==> config.mk <==
export PLATFORM = sky130hd
export DESIGN_NAME = dmem_arbiter_mips_flat
export DESIGN_NICKNAME = d
export VERILOG_FILES = /design/src/rtl/dmem_arbiter_mips_pkg.sv /design/src/rtl/dmem_arbiter_mips_if.sv /design/src/rtl/dmem_arbiter_mips_arb_wait_ctr.sv /design/src/rtl/dmem_arbiter_mips.sv /design/src/flat_wrapper.sv
export SDC_FILE = /design/constraint.sdc
export NUM_CORES = 1
export LEC_CHECK = 0
export BUFFER_PORTS_ARGS = -buffer_cell sky130_fd_sc_hd__buf_2
export CAP_MARGIN = 20
export CORE_AREA = 3 3 118 120
export DETAILED_ROUTE_END_ITERATION = 6
export DIE_AREA = 0 0 121 123
export GPL_ROUTABILITY_DRIVEN = 0
export GPL_TIMING_DRIVEN = 0
export HOLD_SLACK_MARGIN = 0.05
export PLACE_DENSITY = 0.78
export SETUP_SLACK_MARGIN = 0.05
export SLEW_MARGIN = 20
export SYNTH_ARGS = -nofsm -noshare
export SYNTH_HDL_FRONTEND = slang
export SYNTH_SLANG_ARGS = --single-unit
==> constraint.sdc <==
create_clock -name clk -period 7.43 [get_ports clk]
set_clock_uncertainty 0.05 [all_clocks]
set_input_delay 1.1145 -clock clk [delete_from_list [all_inputs] [get_ports clk]]
set_output_delay 1.1145 -clock clk [all_outputs]
set_load 0.05 [all_outputs]
==> src/rtl/dmem_arbiter_mips_pkg.sv <==
// Shared types and defaults for the MIPS data-memory arbiter.
// Imported by the interface, the wait counter and the top FSM.
package mips_arb_pkg;

   typedef enum logic {
      S_CPU = 1'b0,
      S_DBG = 1'b1
   } arb_state_t;

   localparam int WORD_OFS     = 4;
   localparam int DEF_ADD_W    = 32;
   localparam int DEF_DATA_W   = 32;
   localparam int DEF_LEN_W    = 8;
   localparam int DEF_MAX_WAIT = 4;

   // Counter width able to hold 0..m, never narrower than one bit.
   function automatic int cnt_w(input int m);
      return (m < 1) ? 1 : $clog2(m + 1);
   endfunction

endpackage

==> src/rtl/dmem_arbiter_mips_if.sv <==
// Bus bundle between the requesters/memory and the arbiter.
// master = CPU, debug port and memory; slave = the arbiter.
interface dmem_arbiter_mips_if
   import mips_arb_pkg::*;
#(
   parameter int mem_add_width = DEF_ADD_W,
   parameter int mem_width     = DEF_DATA_W,
   parameter int len_width     = DEF_LEN_W
);

   logic                     cpu_req;
   logic                     cpu_wr;
   logic [mem_add_width-1:0] cpu_addr;
   logic [mem_width-1:0]     cpu_wdata;
   logic [mem_width-1:0]     cpu_rdata;
   logic                     cpu_stall;

   logic                     dbg_req;
   logic                     dbg_wr;
   logic [mem_add_width-1:0] dbg_addr;
   logic [len_width-1:0]     dbg_len;
   logic [mem_width-1:0]     dbg_wdata;
   logic                     dbg_ack;
   logic [mem_width-1:0]     dbg_rdata;
   logic                     dbg_done;

   logic                     mem_wr_en;
   logic [mem_add_width-1:0] mem_addr;
   logic [mem_width-1:0]     mem_wdata;
   logic [mem_width-1:0]     mem_rdata;

   modport master (
      output cpu_req, cpu_wr, cpu_addr, cpu_wdata,
      input  cpu_rdata, cpu_stall,
      output dbg_req, dbg_wr, dbg_addr, dbg_len, dbg_wdata,
      input  dbg_ack, dbg_rdata, dbg_done,
      input  mem_wr_en, mem_addr, mem_wdata,
      output mem_rdata
   );

   modport slave (
      input  cpu_req, cpu_wr, cpu_addr, cpu_wdata,
      output cpu_rdata, cpu_stall,
      input  dbg_req, dbg_wr, dbg_addr, dbg_len, dbg_wdata,
      output dbg_ack, dbg_rdata, dbg_done,
      output mem_wr_en, mem_addr, mem_wdata,
      input  mem_rdata
   );

endinterface

==> src/rtl/dmem_arbiter_mips_arb_wait_ctr.sv <==
// Saturating starvation counter: counts contended CPU-won cycles.
// hit rises once max_wait cycles have been granted to the CPU.
module arb_wait_ctr
   import mips_arb_pkg::*;
#(
   parameter int max_wait = DEF_MAX_WAIT
) (
   input  logic clk,
   input  logic rst,
   input  logic clr,
   input  logic inc,
   output logic hit
);

   localparam int CW = cnt_w(max_wait);

   logic [CW-1:0] cnt;

   assign hit = (cnt == CW'(max_wait));

   // Clear wins over increment; hold once saturated.
   always_ff @(posedge clk) begin
      if (!rst) begin
         cnt <= '0;
      end else if (clr) begin
         cnt <= '0;
      end else if (inc && !hit) begin
         cnt <= cnt + 1'b1;
      end
   end

endmodule

==> src/rtl/dmem_arbiter_mips.sv <==
// Single-port data-memory arbiter: CPU datapath vs. debug bursts.
// Debug wins after bounded CPU starvation and bursts run to completion.
module dmem_arbiter_mips
   import mips_arb_pkg::*;
#(
   parameter int mem_add_width = DEF_ADD_W,
   parameter int mem_width     = DEF_DATA_W,
   parameter int len_width     = DEF_LEN_W,
   parameter int max_wait      = DEF_MAX_WAIT
) (
   input logic             clk,
   input logic             rst,
   dmem_arbiter_mips_if.slave bus
);

   arb_state_t               state;
   logic [mem_add_width-1:0] base;
   logic [len_width-1:0]     len;
   logic                     dir;
   logic [len_width-1:0]     beat;

   logic                     in_cpu;
   logic                     hit;
   logic                     grant;
   logic                     last;
   logic [mem_add_width-1:0] beat_ofs;

   assign in_cpu   = (state == S_CPU);
   assign grant    = in_cpu & bus.dbg_req & (~bus.cpu_req | hit);
   assign last     = (beat == len);
   assign beat_ofs = mem_add_width'(beat)
                   * mem_add_width'(WORD_OFS);

   arb_wait_ctr #(
      .max_wait (max_wait)
   ) u_wait (
      .clk (clk),
      .rst (rst),
      .clr (~in_cpu | ~bus.dbg_req | grant),
      .inc (in_cpu & bus.dbg_req & bus.cpu_req),
      .hit (hit)
   );

   // Ownership FSM; burst parameters are captured at the grant edge.
   always_ff @(posedge clk) begin
      if (!rst) begin
         state <= S_CPU;
         base  <= '0;
         len   <= '0;
         dir   <= 1'b0;
         beat  <= '0;
      end else begin
         unique case (state)
            S_CPU: begin
               if (grant) begin
                  state <= S_DBG;
                  base  <= {bus.dbg_addr[mem_add_width-1:2], 2'b00};
                  len   <= bus.dbg_len;
                  dir   <= bus.dbg_wr;
                  beat  <= '0;
               end
            end
            S_DBG: begin
               beat <= beat + 1'b1;
               if (last) begin
                  state <= S_CPU;
               end
            end
            default: state <= S_CPU;
         endcase
      end
   end

   // Memory steering; a reset during a beat suppresses its write.
   always_comb begin
      bus.mem_wr_en = 1'b0;
      bus.mem_addr  = bus.cpu_addr;
      bus.mem_wdata = bus.cpu_wdata;
      bus.cpu_rdata = '0;
      bus.cpu_stall = 1'b0;
      bus.dbg_ack   = 1'b0;
      bus.dbg_rdata = '0;
      bus.dbg_done  = 1'b0;
      unique case (state)
         S_CPU: begin
            bus.mem_wr_en = bus.cpu_req & bus.cpu_wr;
            bus.cpu_rdata = bus.mem_rdata;
         end
         S_DBG: begin
            bus.mem_wr_en = dir & rst;
            bus.mem_addr  = base + beat_ofs;
            bus.mem_wdata = bus.dbg_wdata;
            bus.cpu_stall = bus.cpu_req;
            bus.dbg_ack   = 1'b1;
            bus.dbg_rdata = bus.mem_rdata;
            bus.dbg_done  = last;
         end
         default: ;
      endcase
   end

endmodule

==> src/flat_wrapper.sv <==
// flat-port wrapper written by rule: the top's interface ports become plain ports
module dmem_arbiter_mips_flat import mips_arb_pkg::*;
#(
   parameter int mem_add_width = DEF_ADD_W,
   parameter int mem_width     = DEF_DATA_W,
   parameter int len_width     = DEF_LEN_W,
   parameter int max_wait      = DEF_MAX_WAIT
)
  (clk, rst, bus_cpu_req, bus_cpu_wr, bus_cpu_addr, bus_cpu_wdata, bus_cpu_rdata, bus_cpu_stall, bus_dbg_req, bus_dbg_wr, bus_dbg_addr, bus_dbg_len, bus_dbg_wdata, bus_dbg_ack, bus_dbg_rdata, bus_dbg_done, bus_mem_wr_en, bus_mem_addr, bus_mem_wdata, bus_mem_rdata);
  dmem_arbiter_mips_if #(.mem_add_width(mem_add_width), .mem_width(mem_width), .len_width(len_width)) bus_i ();
  input logic clk;
  input logic rst;
  input wire logic [$bits(bus_i.cpu_req)-1:0] bus_cpu_req;
  input wire logic [$bits(bus_i.cpu_wr)-1:0] bus_cpu_wr;
  input wire logic [$bits(bus_i.cpu_addr)-1:0] bus_cpu_addr;
  input wire logic [$bits(bus_i.cpu_wdata)-1:0] bus_cpu_wdata;
  output wire logic [$bits(bus_i.cpu_rdata)-1:0] bus_cpu_rdata;
  output wire logic [$bits(bus_i.cpu_stall)-1:0] bus_cpu_stall;
  input wire logic [$bits(bus_i.dbg_req)-1:0] bus_dbg_req;
  input wire logic [$bits(bus_i.dbg_wr)-1:0] bus_dbg_wr;
  input wire logic [$bits(bus_i.dbg_addr)-1:0] bus_dbg_addr;
  input wire logic [$bits(bus_i.dbg_len)-1:0] bus_dbg_len;
  input wire logic [$bits(bus_i.dbg_wdata)-1:0] bus_dbg_wdata;
  output wire logic [$bits(bus_i.dbg_ack)-1:0] bus_dbg_ack;
  output wire logic [$bits(bus_i.dbg_rdata)-1:0] bus_dbg_rdata;
  output wire logic [$bits(bus_i.dbg_done)-1:0] bus_dbg_done;
  output wire logic [$bits(bus_i.mem_wr_en)-1:0] bus_mem_wr_en;
  output wire logic [$bits(bus_i.mem_addr)-1:0] bus_mem_addr;
  output wire logic [$bits(bus_i.mem_wdata)-1:0] bus_mem_wdata;
  input wire logic [$bits(bus_i.mem_rdata)-1:0] bus_mem_rdata;
  assign bus_i.cpu_req = bus_cpu_req;
  assign bus_i.cpu_wr = bus_cpu_wr;
  assign bus_i.cpu_addr = bus_cpu_addr;
  assign bus_i.cpu_wdata = bus_cpu_wdata;
  assign bus_cpu_rdata = bus_i.cpu_rdata;
  assign bus_cpu_stall = bus_i.cpu_stall;
  assign bus_i.dbg_req = bus_dbg_req;
  assign bus_i.dbg_wr = bus_dbg_wr;
  assign bus_i.dbg_addr = bus_dbg_addr;
  assign bus_i.dbg_len = bus_dbg_len;
  assign bus_i.dbg_wdata = bus_dbg_wdata;
  assign bus_dbg_ack = bus_i.dbg_ack;
  assign bus_dbg_rdata = bus_i.dbg_rdata;
  assign bus_dbg_done = bus_i.dbg_done;
  assign bus_mem_wr_en = bus_i.mem_wr_en;
  assign bus_mem_addr = bus_i.mem_addr;
  assign bus_mem_wdata = bus_i.mem_wdata;
  assign bus_i.mem_rdata = bus_mem_rdata;
  dmem_arbiter_mips #(.mem_add_width(mem_add_width), .mem_width(mem_width), .len_width(len_width), .max_wait(max_wait)) u_core (.clk(clk), .rst(rst), .bus(bus_i));
endmodule
==> reports/results.ini <==
[floorplan]
initial_core_util_pct=33.1
die_x_um=121
num_rows=42
die_area_sq_um=14900
core_sq_um=13100
die_y_um=123
ios=306

[flow_run]
cap_violations=0

[synthesis]
ys_seq_area_share_pct=23.6
synthArstFlopShare_pct=0
synthDistinctLibCells=56
yosysTopAreaCell=dfxtp_1
synthesis.nets=757
synth.most_common_cell=nand2_1
ys_ff_latch=51
synth_area_sq_um=4330
netlist_top_cells_area=dfxtp_1 (24%), mux2_2 (9.9%), nand2_1 (8.4%)
yosysWarnings=0
syn_area_per_cell_sq_um=7.59
synth_top_area_share_pct=23.6
ys.flop_type=dfxtp_1
synth_common_cells=nand2_1 (97), dfxtp_1 (51), a21boi_0 (47), and2_1 (41), mux2_2 (38)
synthCells=571
synth_edf_count=0

[critical_path]
critPathMaxFanout=10
crit_path_end_kind=output port
path_class=reg2out
arrival_ns=3.51
required_ns=6.27
startpoint=u_core.beat[0]$_SDFFE_PN0P_
critPathLaunchType=flop
regToRegStartpoint=u_core.u_wait.cnt[0]$_SDFFE_PP0P_

[routing]
ant_nets=0
dr.pass1.iters=5
vias_per_cell=5.20
dr.first_iter.drc_count=522
via_count=5506
wirelength_mm=19.1
wl_per_cell_um=18.1
remaining_drc_errors=0

[power]
p_leak_nw=2.89
vdd_ir_drop_max_mv=0.0859
total_power_mw=0.991
power_density_nw_per_um2=159

[sta]
hold_viol=0
period_needed_ns=4.67
setup_ws_ns=2.76
fmax_ghz=0.214
finalSetupViolCount=0
relSlewSlack_pct=46.9
fin_crit_sh_pct=62.8
fin_tns_setup_ns=0
rsz0062_at_grt=false
final_max_slew_viol_count=0
tightest_slew_ns=0.797

[placed_design]
post-place-ws_ns=3.11
numPortBuffers=302
dp_hpwl_mm=15.8
placed_cells=1049

[clock_network]
clock-sinks=51
root_buffer=clkbuf_16
cts_resized=0
insertion_delay_ns=0.29
numCtsBuffers=5
clk_pin_slew_ns=0.07
post_cts_buffers=0
ctsHoldBuffers=0
cts_max_path_buffers=2
htreeDepth=2
cts_tree=yes

[finish]
syn_to_final_growth_pct=43.7
final_cells=1059
drive_above_1_share_pct=40.7
utilization_pct=47.6
finish.net_count=1066

[grt]
grt.total_usage_pct=23.5
grt_pass1_wl_mm=27.3
grt_pass1_vias=4896
grt_start_max_net_pins=17
antenna_found_initial=1
gr-total-overflow=0

[run_status]
run_status=complete, no violations

[worst_hold_path]
min_path_type=reg2reg
hold_start=u_core.u_wait.cnt[0]$_SDFFE_PP0P_

==> per-layer routing <==
| layer | up-vias | global-route usage [%] | wire [um] |
|---|---|---|---|
| li1 | 2663 | - | - |
| met1 | 2508 | 29.6 | 7360 |
| met2 | 310 | 41.9 | 9460 |
| met3 | 25 | 4.48 | 1970 |
| met4 | 0 | 5.03 | 349 |
| met5 | - | 0 | 0 |
==> per-stage QoR <==
step | area [sq um] | hold slack (ns)
2_1_floorplan | 4330 | 0.367
3_3_place_gp | 6060 | 0.383
3_5_place_dp | 6060 | 0.391
4_1_cts | 6220 | 0.404
5_1_grt | 6220 | 0.441
6_report | 6220 | 0.404
==> power by group <==
part / switching (mW) / internal, mW
sequential: 0.0124 / 0.285
combinational: 0.324 / 0.130
clock: 0.106 / 0.135
total: 0.442 / 0.549
==> registers in the layout (all words and copies together) (netlist names) <==
name	flops
u_core.base	30
u_core.beat	8
u_core.len	8
u_core.u_wait.cnt	3
u_core.dir	1
u_core.state	1
==> cell usage in the layout (no fill, tap or decap), types with 10 or more instances in the layout <==
cell,Yosys,routed
a21oi_1,10,10
nand3_1,16,16
nor2b_1,35,35
dfxtp_1,51,51
xnor2_1,13,13
ha_1,11,11
clkbuf_1,31,31
mux2_2,38,38
nor2_1,23,23
and2_1,41,41
or4_1,11,11
buf_2,1,303
o21ai_0,14,14
a21boi_0,47,47
nand2_1,97,97
nand4_1,16,16
a31oi_1,17,17
o31ai_1,13,13
==> critical path, stage by stage, from the launching register on <==
cell and delay (ns):
dfxtp_1 0.39, ha_1 0.28, fa_1 0.44, a211o_1 0.36, a211oi_1 0.58, clkbuf_1 0.45
nor2_1 0.11, o211ai_1 0.28, buf_2 0.32
==> kinds of logic (layout without fill, tap and decap cells) <==
| logic type | count (synthesis) | in the layout | share of synthesized area [%] |
|---|---|---|---|
| AND/OR/NAND/NOR | 266 | 266 | 31.9 |
| AO/OA/AOI/OAI | 138 | 138 | 22.7 |
| flip-flops | 51 | 51 | 23.6 |
| buffers and inverters | 51 | 361 | 5.23 |
| multiplexers | 39 | 39 | 10.1 |
| XOR/XNOR | 14 | 14 | 2.83 |
| adder cells (fa/ha/maj) | 12 | 12 | 3.64 |
| other | 0 | 2 | 0 |
==> cell type report <==
class | count | area [sq um]
Timing Repair Buffer | 302 | 1510
Inverter | 8 | 30.0
Clock buffer | 6 | 139
Buffer | 43 | 196
Clock inverter | 2 | 16.3
Tap cell | 176 | 220
Fill cell | 1314 | 6860
Multi-Input combinational cell | 469 | 3080
Antenna cell | 2 | 5.00
Sequential cell | 51 | 1020
==> final timing paths <==
check,endpoint,slack (ns),depth (start not counted)
max,bus_mem_addr[24],2.76,8
min,u_core.u_wait.cnt[0]$_SDFFE_PP0P_,0.40,1
max reg2reg,u_core.base[8]$_SDFFE_PN0P_,5.00,8
min reg2reg,u_core.u_wait.cnt[0]$_SDFFE_PP0P_,0.40,1
(Power assumes the default switching activity.)
